===== src/rtl/keypad_scan_pkg.sv =====
// Shared keypad definitions: key codes, scanner FSM states and encoding helpers.
// Imported by the scanner and available to the main control logic.
package keypad_scan_pkg;

  localparam logic [3:0] KEY_0    = 4'h0;
  localparam logic [3:0] KEY_1    = 4'h1;
  localparam logic [3:0] KEY_2    = 4'h2;
  localparam logic [3:0] KEY_3    = 4'h3;
  localparam logic [3:0] KEY_4    = 4'h4;
  localparam logic [3:0] KEY_5    = 4'h5;
  localparam logic [3:0] KEY_6    = 4'h6;
  localparam logic [3:0] KEY_7    = 4'h7;
  localparam logic [3:0] KEY_8    = 4'h8;
  localparam logic [3:0] KEY_9    = 4'h9;
  localparam logic [3:0] KEY_A    = 4'hA;
  localparam logic [3:0] KEY_B    = 4'hB;
  localparam logic [3:0] KEY_C    = 4'hD;
  localparam logic [3:0] KEY_D    = 4'hE;
  localparam logic [3:0] KEY_STAR = 4'hC;
  localparam logic [3:0] KEY_HASH = 4'hF;

  typedef enum logic [1:0] {
    ST_SCAN     = 2'd0,
    ST_DEBOUNCE = 2'd1,
    ST_PRESSED  = 2'd2,
    ST_RELEASE  = 2'd3
  } kp_state_e;

  // Row-major key map: {row, col}, bit 0 of each field is index 0.
  function automatic logic [3:0] key_code(input logic [1:0] row, input logic [1:0] col);
    logic [3:0] code;
    code = KEY_0;
    case ({row, col})
      4'h0: code = KEY_1;
      4'h1: code = KEY_2;
      4'h2: code = KEY_3;
      4'h3: code = KEY_A;
      4'h4: code = KEY_4;
      4'h5: code = KEY_5;
      4'h6: code = KEY_6;
      4'h7: code = KEY_B;
      4'h8: code = KEY_7;
      4'h9: code = KEY_8;
      4'hA: code = KEY_9;
      4'hB: code = KEY_C;
      4'hC: code = KEY_STAR;
      4'hD: code = KEY_0;
      4'hE: code = KEY_HASH;
      default: code = KEY_D;
    endcase
    return code;
  endfunction

  function automatic logic one_low(input logic [3:0] rows);
    return (rows == 4'b1110) || (rows == 4'b1101) ||
           (rows == 4'b1011) || (rows == 4'b0111);
  endfunction

  function automatic logic [1:0] low_index(input logic [3:0] rows);
    logic [1:0] idx;
    idx = 2'd0;
    case (rows)
      4'b1101: idx = 2'd1;
      4'b1011: idx = 2'd2;
      4'b0111: idx = 2'd3;
      default: idx = 2'd0;
    endcase
    return idx;
  endfunction

endpackage


===== src/rtl/keypad_scan_if.sv =====
// Keypad matrix pins plus the key report seen by the main control FSM.
interface keypad_scan_if;
  logic [3:0] row_in;
  logic [3:0] col_out;
  logic [3:0] key_value;
  logic       key_valid;
  logic       scan_busy;

  modport master (
    input  row_in,
    output col_out,
    output key_value,
    output key_valid,
    output scan_busy
  );

  modport slave (
    output row_in,
    input  col_out,
    input  key_value,
    input  key_valid,
    input  scan_busy
  );
endinterface


===== src/rtl/keypad_tick_gen.sv =====
// Scan tick divider: one-clk pulse every SCAN_DIV clk cycles.
module keypad_tick_gen #(
  parameter int unsigned SCAN_DIV = 50000
) (
  input  logic clk,
  input  logic rst_n,
  output logic tick_o
);

  localparam int unsigned CW = $clog2(SCAN_DIV);

  logic [CW-1:0] cnt_q;

  assign tick_o = (cnt_q == CW'(SCAN_DIV - 1));

  always_ff @(posedge clk or negedge rst_n) begin
    if (!rst_n) begin
      cnt_q <= '0;
    end else if (tick_o) begin
      cnt_q <= '0;
    end else begin
      cnt_q <= cnt_q + 1'b1;
    end
  end

endmodule


===== src/rtl/keypad_scan.sv =====
// 4x4 matrix keypad scanner: column drive, row synchroniser, debounce FSM, key encoder.
// Optional auto-repeat while a key is held: define KEYPAD_AUTOREPEAT_EN.
module keypad_scan
  import keypad_scan_pkg::*;
#(
  parameter int unsigned SCAN_DIV       = 50000,
  parameter int unsigned DEBOUNCE_TICKS = 10
`ifdef KEYPAD_AUTOREPEAT_EN
  ,
  parameter int unsigned REPEAT_DELAY   = 500,
  parameter int unsigned REPEAT_PERIOD  = 100
`endif
) (
  input  logic          clk,
  input  logic          rst_n,
  keypad_scan_if.master kp
);

  // One extra count of headroom so cnt_q + 1 never wraps before the compare.
  localparam int unsigned      CNT_W    = $clog2(DEBOUNCE_TICKS + 2);
  localparam logic [CNT_W-1:0] CNT_DONE = CNT_W'(DEBOUNCE_TICKS);

  logic tick;

  keypad_tick_gen #(.SCAN_DIV(SCAN_DIV)) u_tick (
    .clk    (clk),
    .rst_n  (rst_n),
    .tick_o (tick)
  );

  logic [3:0]       sync_q, row_s_q;
  kp_state_e        state_q, state_d;
  logic [1:0]       col_q, col_d;
  logic [1:0]       row_lat_q, row_lat_d;
  logic [CNT_W-1:0] cnt_q, cnt_d, cnt_inc;
  logic [3:0]       key_value_q, key_value_d;
  logic             key_valid_q, key_valid_d;
  logic             row_match, row_up;

`ifdef KEYPAD_AUTOREPEAT_EN
  localparam int unsigned HOLD_W = $clog2(REPEAT_DELAY + 1);
  localparam int unsigned PER_W  = $clog2(REPEAT_PERIOD + 1);

  logic [HOLD_W-1:0] hold_q, hold_d, hold_inc;
  logic [PER_W-1:0]  per_q, per_d, per_inc;

  assign hold_inc = hold_q + 1'b1;
  assign per_inc  = per_q + 1'b1;
`endif

  assign cnt_inc   = cnt_q + 1'b1;
  assign row_match = (row_s_q == ~(4'b0001 << row_lat_q));
  assign row_up    = row_s_q[row_lat_q];

  always_ff @(posedge clk or negedge rst_n) begin
    if (!rst_n) begin
      sync_q  <= 4'hF;
      row_s_q <= 4'hF;
    end else begin
      sync_q  <= kp.row_in;
      row_s_q <= sync_q;
    end
  end

  always_comb begin
    state_d     = state_q;
    col_d       = col_q;
    row_lat_d   = row_lat_q;
    cnt_d       = cnt_q;
    key_value_d = key_value_q;
    key_valid_d = key_valid_q;
`ifdef KEYPAD_AUTOREPEAT_EN
    hold_d      = hold_q;
    per_d       = per_q;
`endif
    if (tick) begin
      case (state_q)
        ST_SCAN: begin
          // Ghosted/multi-key patterns are treated like no key: keep rotating.
          if (one_low(row_s_q)) begin
            row_lat_d = low_index(row_s_q);
            cnt_d     = CNT_W'(1);
            if (DEBOUNCE_TICKS <= 1) begin
              key_value_d = key_code(low_index(row_s_q), col_q);
              key_valid_d = 1'b1;
              state_d     = ST_PRESSED;
            end else begin
              state_d = ST_DEBOUNCE;
            end
          end else begin
            col_d = col_q + 2'd1;
          end
        end
        ST_DEBOUNCE: begin
          if (row_match) begin
            cnt_d = cnt_inc;
            if (cnt_inc >= CNT_DONE) begin
              key_value_d = key_code(row_lat_q, col_q);
              key_valid_d = 1'b1;
              state_d     = ST_PRESSED;
            end
          end else begin
            state_d = ST_SCAN;
            col_d   = col_q + 2'd1;
          end
        end
        ST_PRESSED: begin
          if (row_up) begin
            cnt_d = CNT_W'(1);
            if (DEBOUNCE_TICKS <= 1) begin
              key_valid_d = 1'b0;
              state_d     = ST_SCAN;
              col_d       = col_q + 2'd1;
            end else begin
              state_d = ST_RELEASE;
            end
`ifdef KEYPAD_AUTOREPEAT_EN
            hold_d = '0;
            per_d  = '0;
`endif
          end
`ifdef KEYPAD_AUTOREPEAT_EN
          else begin
            // A repeat drops key_valid for exactly one tick; restore it on the next.
            if (!key_valid_q) key_valid_d = 1'b1;
            if (hold_q < HOLD_W'(REPEAT_DELAY)) begin
              hold_d = hold_inc;
              if (hold_inc == HOLD_W'(REPEAT_DELAY)) begin
                key_valid_d = 1'b0;
                per_d       = '0;
              end
            end else begin
              per_d = per_inc;
              if (per_inc == PER_W'(REPEAT_PERIOD)) begin
                key_valid_d = 1'b0;
                per_d       = '0;
              end
            end
          end
`endif
        end
        ST_RELEASE: begin
          if (row_up) begin
            cnt_d = cnt_inc;
            if (cnt_inc >= CNT_DONE) begin
              key_valid_d = 1'b0;
              state_d     = ST_SCAN;
              col_d       = col_q + 2'd1;
            end
          end else begin
            state_d     = ST_PRESSED;
            key_valid_d = 1'b1;
          end
        end
        default: state_d = ST_SCAN;
      endcase
    end
  end

  always_ff @(posedge clk or negedge rst_n) begin
    if (!rst_n) begin
      state_q     <= ST_SCAN;
      col_q       <= 2'd0;
      row_lat_q   <= 2'd0;
      cnt_q       <= '0;
      key_value_q <= 4'h0;
      key_valid_q <= 1'b0;
    end else begin
      state_q     <= state_d;
      col_q       <= col_d;
      row_lat_q   <= row_lat_d;
      cnt_q       <= cnt_d;
      key_value_q <= key_value_d;
      key_valid_q <= key_valid_d;
    end
  end

`ifdef KEYPAD_AUTOREPEAT_EN
  always_ff @(posedge clk or negedge rst_n) begin
    if (!rst_n) begin
      hold_q <= '0;
      per_q  <= '0;
    end else begin
      hold_q <= hold_d;
      per_q  <= per_d;
    end
  end
`endif

  assign kp.col_out   = ~(4'b0001 << col_q);
  assign kp.key_value = key_value_q;
  assign kp.key_valid = key_valid_q;
  assign kp.scan_busy = (state_q != ST_SCAN);

endmodule


===== src/flat_wrapper.sv =====
// flat-port wrapper written by rule: the top's interface ports become plain ports
module keypad_scan_flat import keypad_scan_pkg::*;
#(
  parameter int unsigned SCAN_DIV       = 50000,
  parameter int unsigned DEBOUNCE_TICKS = 10

)
  (clk, rst_n, kp_row_in, kp_col_out, kp_key_value, kp_key_valid, kp_scan_busy);
  keypad_scan_if kp_i ();
  input  logic clk;
  input  logic rst_n;
  input wire logic [$bits(kp_i.row_in)-1:0] kp_row_in;
  output wire logic [$bits(kp_i.col_out)-1:0] kp_col_out;
  output wire logic [$bits(kp_i.key_value)-1:0] kp_key_value;
  output wire logic [$bits(kp_i.key_valid)-1:0] kp_key_valid;
  output wire logic [$bits(kp_i.scan_busy)-1:0] kp_scan_busy;
  assign kp_i.row_in = kp_row_in;
  assign kp_col_out = kp_i.col_out;
  assign kp_key_value = kp_i.key_value;
  assign kp_key_valid = kp_i.key_valid;
  assign kp_scan_busy = kp_i.scan_busy;
  keypad_scan #(.SCAN_DIV(SCAN_DIV), .DEBOUNCE_TICKS(DEBOUNCE_TICKS)) u_core (.clk(clk), .rst_n(rst_n), .kp(kp_i));
endmodule

===== config.mk =====
export PLATFORM = sky130hd
export DESIGN_NAME = keypad_scan_flat
export DESIGN_NICKNAME = d
export VERILOG_FILES = /design/src/rtl/keypad_scan_pkg.sv /design/src/rtl/keypad_scan_if.sv /design/src/rtl/keypad_tick_gen.sv /design/src/rtl/keypad_scan.sv /design/src/flat_wrapper.sv
export SDC_FILE = /design/constraint.sdc
export NUM_CORES = 1
export LEC_CHECK = 0
export BUFFER_PORTS_ARGS = -buffer_cell sky130_fd_sc_hd__buf_2
export CAP_MARGIN = 20
export CORE_ASPECT_RATIO = 0.75
export CORE_MARGIN = 2
export CORE_UTILIZATION = 44
export CTS_BUF_LIST = sky130_fd_sc_hd__clkbuf_2
export CTS_CLUSTER_SIZE = 10
export DETAILED_ROUTE_END_ITERATION = 12
export SYNTH_ARGS = -nofsm -noshare
export SYNTH_HDL_FRONTEND = slang
export SYNTH_SLANG_ARGS = --single-unit

===== constraint.sdc =====
create_clock -name clk -period 2.35 [get_ports clk]
set_input_delay 0.47 -clock clk [delete_from_list [all_inputs] [get_ports clk]]
set_output_delay 0.47 -clock clk [all_outputs]
set_load 0.01 [all_outputs]

==> metrics, run 1 <==
YS warnings=0; number of synthesized flops with an enable pin=0; met3 layer usage reported by global route=4.39%; clock latency on the worst-skew pair=0.39 ns; Post-Place Setup Slack=0.208 ns; Hold Worst Slack=0.150 ns; core region area=0.00457 sq mm; vias per std cell=5.56; Post-Syn Area=0.00214 sq mm; Crit-path slowest cell=dfrtp_1; Post-CTS Hold Fix Bufs=0; first-pass detailed-route iteration total=4; Max Clock Freq=0.463 GHz; Slew Viols, Final=0; area leader, netlist=dfrtp_1; Worst-Margin Slew=0.834 ns; min-delay worst type=primary input to async pin; Mean Syn Cell Area=10.8 sq um; crit path max fanout=5; fillers=426; Buf+Inv Stages, Crit Path=0; crit share post-route=91.9%; synthesized instance count=198; power density cells=433 mW/mm^2; IO Count=16; post-route insts no fill=276; die width=84.5 um; Post-DP HPWL=2940 um; Final Wtd Congestion=0.882; CTS tree=done; RSZ-0062 raised after global routing=false; Initial Util=46.8%; IO Port Bufs=15; critical path's top delay family=simple AND/OR/NAND/NOR gates; CTS resizes=0; Congestion Overflow GR=0; Final Skew=0.0248 ns; Die Y=64.4 um; ys async rst share=100%; Starting DRT DRC Count=123; CP Cell Sequence=ha_1 -> xor2_1 -> nor3b_1 -> nor3_1 -> a311oi_2 -> mux2_1; commonest non-fill, non-tap cell in the layout=dfrtp_1; area grow syn2layout=8.37%; met2 global-route usage=22.7%; TritonCTS sink count=39; Final nets=233; share of the synthesized area in the top cell type=36.3%; drt drc=0; fraction of layout cells with a size suffix above 1=24.7%; vias in the first global route=1507; Post-CTS Setup Bufs=0; count of final setup violators=0; Avg WL per Cell=14.5 um; met1 Use GR=24.9%; most frequent cells in the layout=dfrtp_1 (31), nand3_1 (17), nand2_1 (15), buf_2 (15), nor2_1 (12); Clock transition at path regs=0.19 ns; Inserted Clock Buffers=5; DR vias=1535; Final ANT Viol Nets=0; H-tree depth=2; Max-Cap Viols=0; maximum VDD drop=0.308 mV; overall routed net length=4010 um; CP Capture Type=flop; Crit path required time=2.64 ns; critical path arrival=2.45 ns; GRT Resource Usage Total=16.4%; Placed Area=0.00228 sq mm; predominant post-synthesis flop cell=dfrtp_1; die area=0.00544 sq mm; initial antenna violation count=0; Placed Cells=268; largest cells by area after synthesis=dfrtp_1 (36%), dfstp_2 (9.8%), ha_1 (5.3%); Startpoint Class=flop; clock root cell=clkbuf_2; num rows=21; post-synthesis sequential area ratio=46.1%; Critical Path Max Stage Delay=0.45 ns; Yosys cell types=53; post-route setup TNS=0 ns; diode count=0; relative slew slack=44.4%; CTS max path bufs=2; final hold violation count=0; status=completed; PnR worst setup slack=0.190 ns; largest net degree at the start of global routing=40; Top Usage Layer GRT=met1; Leak Pwr=1.03 nW; first-pass GRT wire length=7040 um; #FFs+latches synth=39; Mapped Nets=213; Finished Cell Area=0.00232 sq mm; post-route minimum period=2.16 ns; crit path kind=flop to flop
[cell usage after synthesis (2+ instances only)]
| master | n |
|---|---|
| and3_1 | 4 |
| o21ai_0 | 6 |
| mux2_1 | 2 |
| inv_1 | 11 |
| nand2_1 | 15 |
| nor2_1 | 12 |
| ha_1 | 9 |
| dfrtp_1 | 31 |
| nand2b_1 | 3 |
| nor3_1 | 4 |
| and4_1 | 2 |
| xor2_1 | 11 |
| or2_2 | 3 |
| nand4b_1 | 3 |
| a21oi_1 | 3 |
| mux2_2 | 5 |
| o211ai_1 | 3 |
| nand3b_1 | 3 |
| buf_2 | 4 |
| nand3_1 | 17 |
| dfstp_2 | 8 |
| and4bb_2 | 2 |
| xnor2_1 | 7 |
[sequential cells by signal, summed over array words and instances (netlist names)]
name / cells
u_core.cnt_q: 4
u_core.u_tick.cnt_q: 16
u_core.col_q: 2
u_core.sync_q: 4
u_core.row_s_q: 4
u_core.row_lat_q: 2
u_core.kp.key_value: 4
u_core.kp.key_valid: 1
u_core.state_q: 2
[through the flow]
| stage | power [mW] | utilization [%] |
|---|---|---|
| finish | 1.00 | 50.7 |
| global route | 1.06 | 50.7 |
| CTS | 1.02 | 50.7 |
| detailed placement | 0.739 | 49.9 |
| global placement | 0.737 | 49.9 |
| floorplan | 0.720 | - |
[routing by layer]
metal  wire [um]  part of all wire [%]  vias up
met4          41                   1.0        0
met5           0                     0        -
li1            -                     -      745
met3         193                   4.8        5
met2        1640                    41       41
met1        2130                    53      744
[worst paths after layout]
check	depth (start not counted)	from	slack (ns)	end
max	6	u_core.cnt_q[0]$_DFFE_PN0P_	0.19	u_core.col_q[1]$_DFFE_PN0P_
min	1	rst_n	0.15	u_core.kp.key_value[3]$_DFFE_PN0P_
max reg2reg	6	u_core.cnt_q[0]$_DFFE_PN0P_	0.19	u_core.col_q[1]$_DFFE_PN0P_
min reg2reg	0	u_core.sync_q[1]$_DFF_PN1_	0.37	u_core.row_s_q[1]$_DFF_PN1_
max in group asynchronous	1	rst_n	1.65	u_core.row_lat_q[1]$_DFFE_PN0P_
min in group clk	1	kp_row_in[2]	0.18	u_core.sync_q[2]$_DFF_PN1_
[cell families after synthesis]
logic type                 synth area share [%]
DFF                                        46.1
AOI/OAI and AO/OA                          10.6
adders and majority gates                  5.27
xor gates and xnor gates                   7.37
buffers and inverters                      3.57
and+or+nand+nor                            21.9
muxes                                      5.21
[cell type report]
class	count	area, sq um	area share, %
clock buffers	6	30.0	1.30
well taps	57	71.3	3.08
repair buffers	19	105	4.54
flip-flops and latches	39	986	42.5
clock inverters	2	7.51	0.324
inverters	11	41.3	1.78
multi-input cells	142	1080	46.4
[power breakdown]
| group | internal [mW] | switching [mW] | total [mW] |
|---|---|---|---|
| logic | 0.0115 | 0.0232 | 0.0346 |
| clock network | 0.0717 | 0.206 | 0.277 |
| registers | 0.685 | 0.00765 | 0.692 |
| total | 0.768 | 0.237 | 1.00 |
(Power assumes the default switching activity.)
==> run 2: changes to the inputs <==
- CORE_UTILIZATION: 44 -> 41
==> run 2 against run 1 <==
  * Register-to-register slack worse by 0.02 ns
  * Maximum frequency fell by 0.75%
  * Sequential cell count did not move
  * Utilization fell by 3.7 points
  * Wire length shrank 9.2%
  * Clock power rose by 8.3%
  * Global-route usage is 2.6 points lower
  * Largest cell class unchanged
==> metrics, run 2 (synthesized netlist as in run 1, its figures left out) <==
CTS tree=done; GRT Resource Usage Total=13.9% (-2.6 points); fraction of layout cells with a size suffix above 1=25.6% (+0.91 points); fillers=469 (+10%); Final nets=233 (unchanged); min-delay worst type=primary input to flop; Net Sw Power=0.259 mW (+9.5%); max reg flops=16 (unchanged); DR vias=1450 (-5.5%); power density cells=441 mW/mm^2 (+1.7%); Crit path required time=2.63 ns (about the same); vias per std cell=5.20 (-6.6%); Leak Pwr=1.03 nW (-0.30%); Flop pwr share=67.5% (-1.4 points); Post-DP HPWL=2640 um (-10%); core region area=0.00495 sq mm (+8.4%); crit path kind=flop to flop; most frequent cells in the layout=dfrtp_1 (31), nand3_1 (17), nand2_1 (15), buf_2 (15), nor2_1 (12); Worst-Margin Slew=0.853 ns (+0.0196 ns); Congestion Overflow GR=0 (unchanged); initial antenna violation count=0 (unchanged); post-route setup TNS=0 ns (unchanged); crit path max fanout=5 (unchanged); Max Clock Freq=0.460 GHz (-0.75%); Initial Util=43.2% (-3.6 points); total internal power=0.767 mW (about the same); area grow syn2layout=8.89%; count of final setup violators=0 (unchanged); drt drc=0 (unchanged); first-pass GRT wire length=6280 um (-11%); final hold violation count=0 (unchanged); RSZ-0062 raised after global routing=false; Slew Viols, Final=0 (unchanged); CTS max path bufs=2 (unchanged); post-route minimum period=2.18 ns (+0.0163 ns); Post-CTS Hold Fix Bufs=0 (unchanged); crit share post-route=92.6% (+0.69 points); overall routed net length=3640 um (-9.2%); Biggest register=u_core.u_tick.cnt_q; clock power share=29.2% (+1.6 points); critical path arrival=2.46 ns (about the same); die area=0.00581 sq mm (+6.9%); maximum VDD drop=0.290 mV (-6.0%); Die Y=66.5 um (+3.4%); commonest non-fill, non-tap cell in the layout=dfrtp_1; IO Count=16 (unchanged); Combinational Power Share=3.3% (about the same); Sw Ratio=25.2% (+1.7 points); Avg WL per Cell=13.0 um (-10%); Final Skew=0.0231 ns (-0.00174 ns); TritonCTS sink count=39 (unchanged); Final Wtd Congestion=0.843 (-4.4%); Inserted Clock Buffers=5 (unchanged); Max-Cap Viols=0 (unchanged); Clock transition at path regs=0.21 ns (+0.02 ns); clock root cell=clkbuf_2; vias in the first global route=1329 (-12%); Reg area=986 sq um (unchanged); H-tree depth=2 (unchanged); Startpoint Class=flop; num rows=22 (+4.8%); clock latency on the worst-skew pair=0.39 ns (about the same); IO Port Bufs=15 (unchanged); Post-CTS Setup Bufs=0 (unchanged); status=completed; first-pass detailed-route iteration total=4 (unchanged); Starting DRT DRC Count=87 (-29%); CTS resizes=0 (unchanged); relative slew slack=43.1% (-1.3 points); Hold Worst Slack=0.140 ns (-0.0101 ns); Final ANT Viol Nets=0 (unchanged); CP Capture Type=flop; diode count=0 (unchanged); largest net degree at the start of global routing=40 (unchanged); die width=87.4 um (+3.4%); area occupied by multi-input gates=0.00108 sq mm (unchanged)
run 2: final cells by class:
class	instances	area share [%]
clock buffer	5	1.07
sequential	39	42.3
multi-input combinational	142	46.2
timing repair buffer	19	4.51
tap	60	3.22
clock inverter	3	0.860
inverter	11	1.77
run 2: power groups by stage:
stage | sequential (mW) | combinational (mW) | clock, mW
2_1_floorplan | 0.700 | 0.0203 | 0
3_3_place_gp | 0.703 | 0.0351 | 0
3_5_place_dp | 0.704 | 0.0353 | 0
4_1_cts | 0.693 | 0.0355 | 0.316
5_1_grt | 0.695 | 0.0394 | 0.348
6_report | 0.692 | 0.0340 | 0.300
run 2: path summary, 6_finish.rpt:
| kind | startpoint | to | slack [ns] | cells after the start |
|---|---|---|---|---|
| hold reg to reg | u_core.sync_q[3]$_DFF_PN1_ | u_core.row_s_q[3]$_DFF_PN1_ | 0.37 | 0 |
| setup / recovery | u_core.cnt_q[0]$_DFFE_PN0P_ | u_core.col_q[1]$_DFFE_PN0P_ | 0.17 | 6 |
| setup reg to reg | u_core.cnt_q[0]$_DFFE_PN0P_ | u_core.col_q[1]$_DFFE_PN0P_ | 0.17 | 6 |
| min in group asynchronous | rst_n | u_core.u_tick.cnt_q[5]$_DFF_PN0_ | 0.16 | 1 |
| max in group asynchronous | rst_n | u_core.kp.key_valid$_DFFE_PN0P_ | 1.67 | 1 |
| hold / removal | kp_row_in[0] | u_core.sync_q[0]$_DFF_PN1_ | 0.14 | 1 |
run 2: stage by stage:
stage               worst slack [ns]  power, mW  std cells  util (%)  instance area (sq um)
CTS                            0.194       1.04        279      47.0                   2330
detailed placement             0.228      0.739        271      46.1                   2280
floorplan                      0.330      0.720        198         -                   2140
finish                         0.174       1.03        279      47.0                   2330
global placement               0.273      0.738        271      46.1                   2280
global route                  0.0234       1.08        279      47.0                   2330
run 2: layer usage:
metal	up-vias	part of all wire, %	track usage (%)
met4	0	0.80	4.04
li1	746	-	-
met5	-	0	0
met1	682	57	21.9
met3	5	3.2	4.21
met2	17	39	17.7
run 2: worst max-delay path, stage by stage (launching register included):
cell and delay [ns]:
dfrtp_1 0.47, ha_1 0.25, xor2_1 0.17, nor3b_1 0.29, nor3_1 0.15, a311oi_2 0.39
mux2_1 0.35
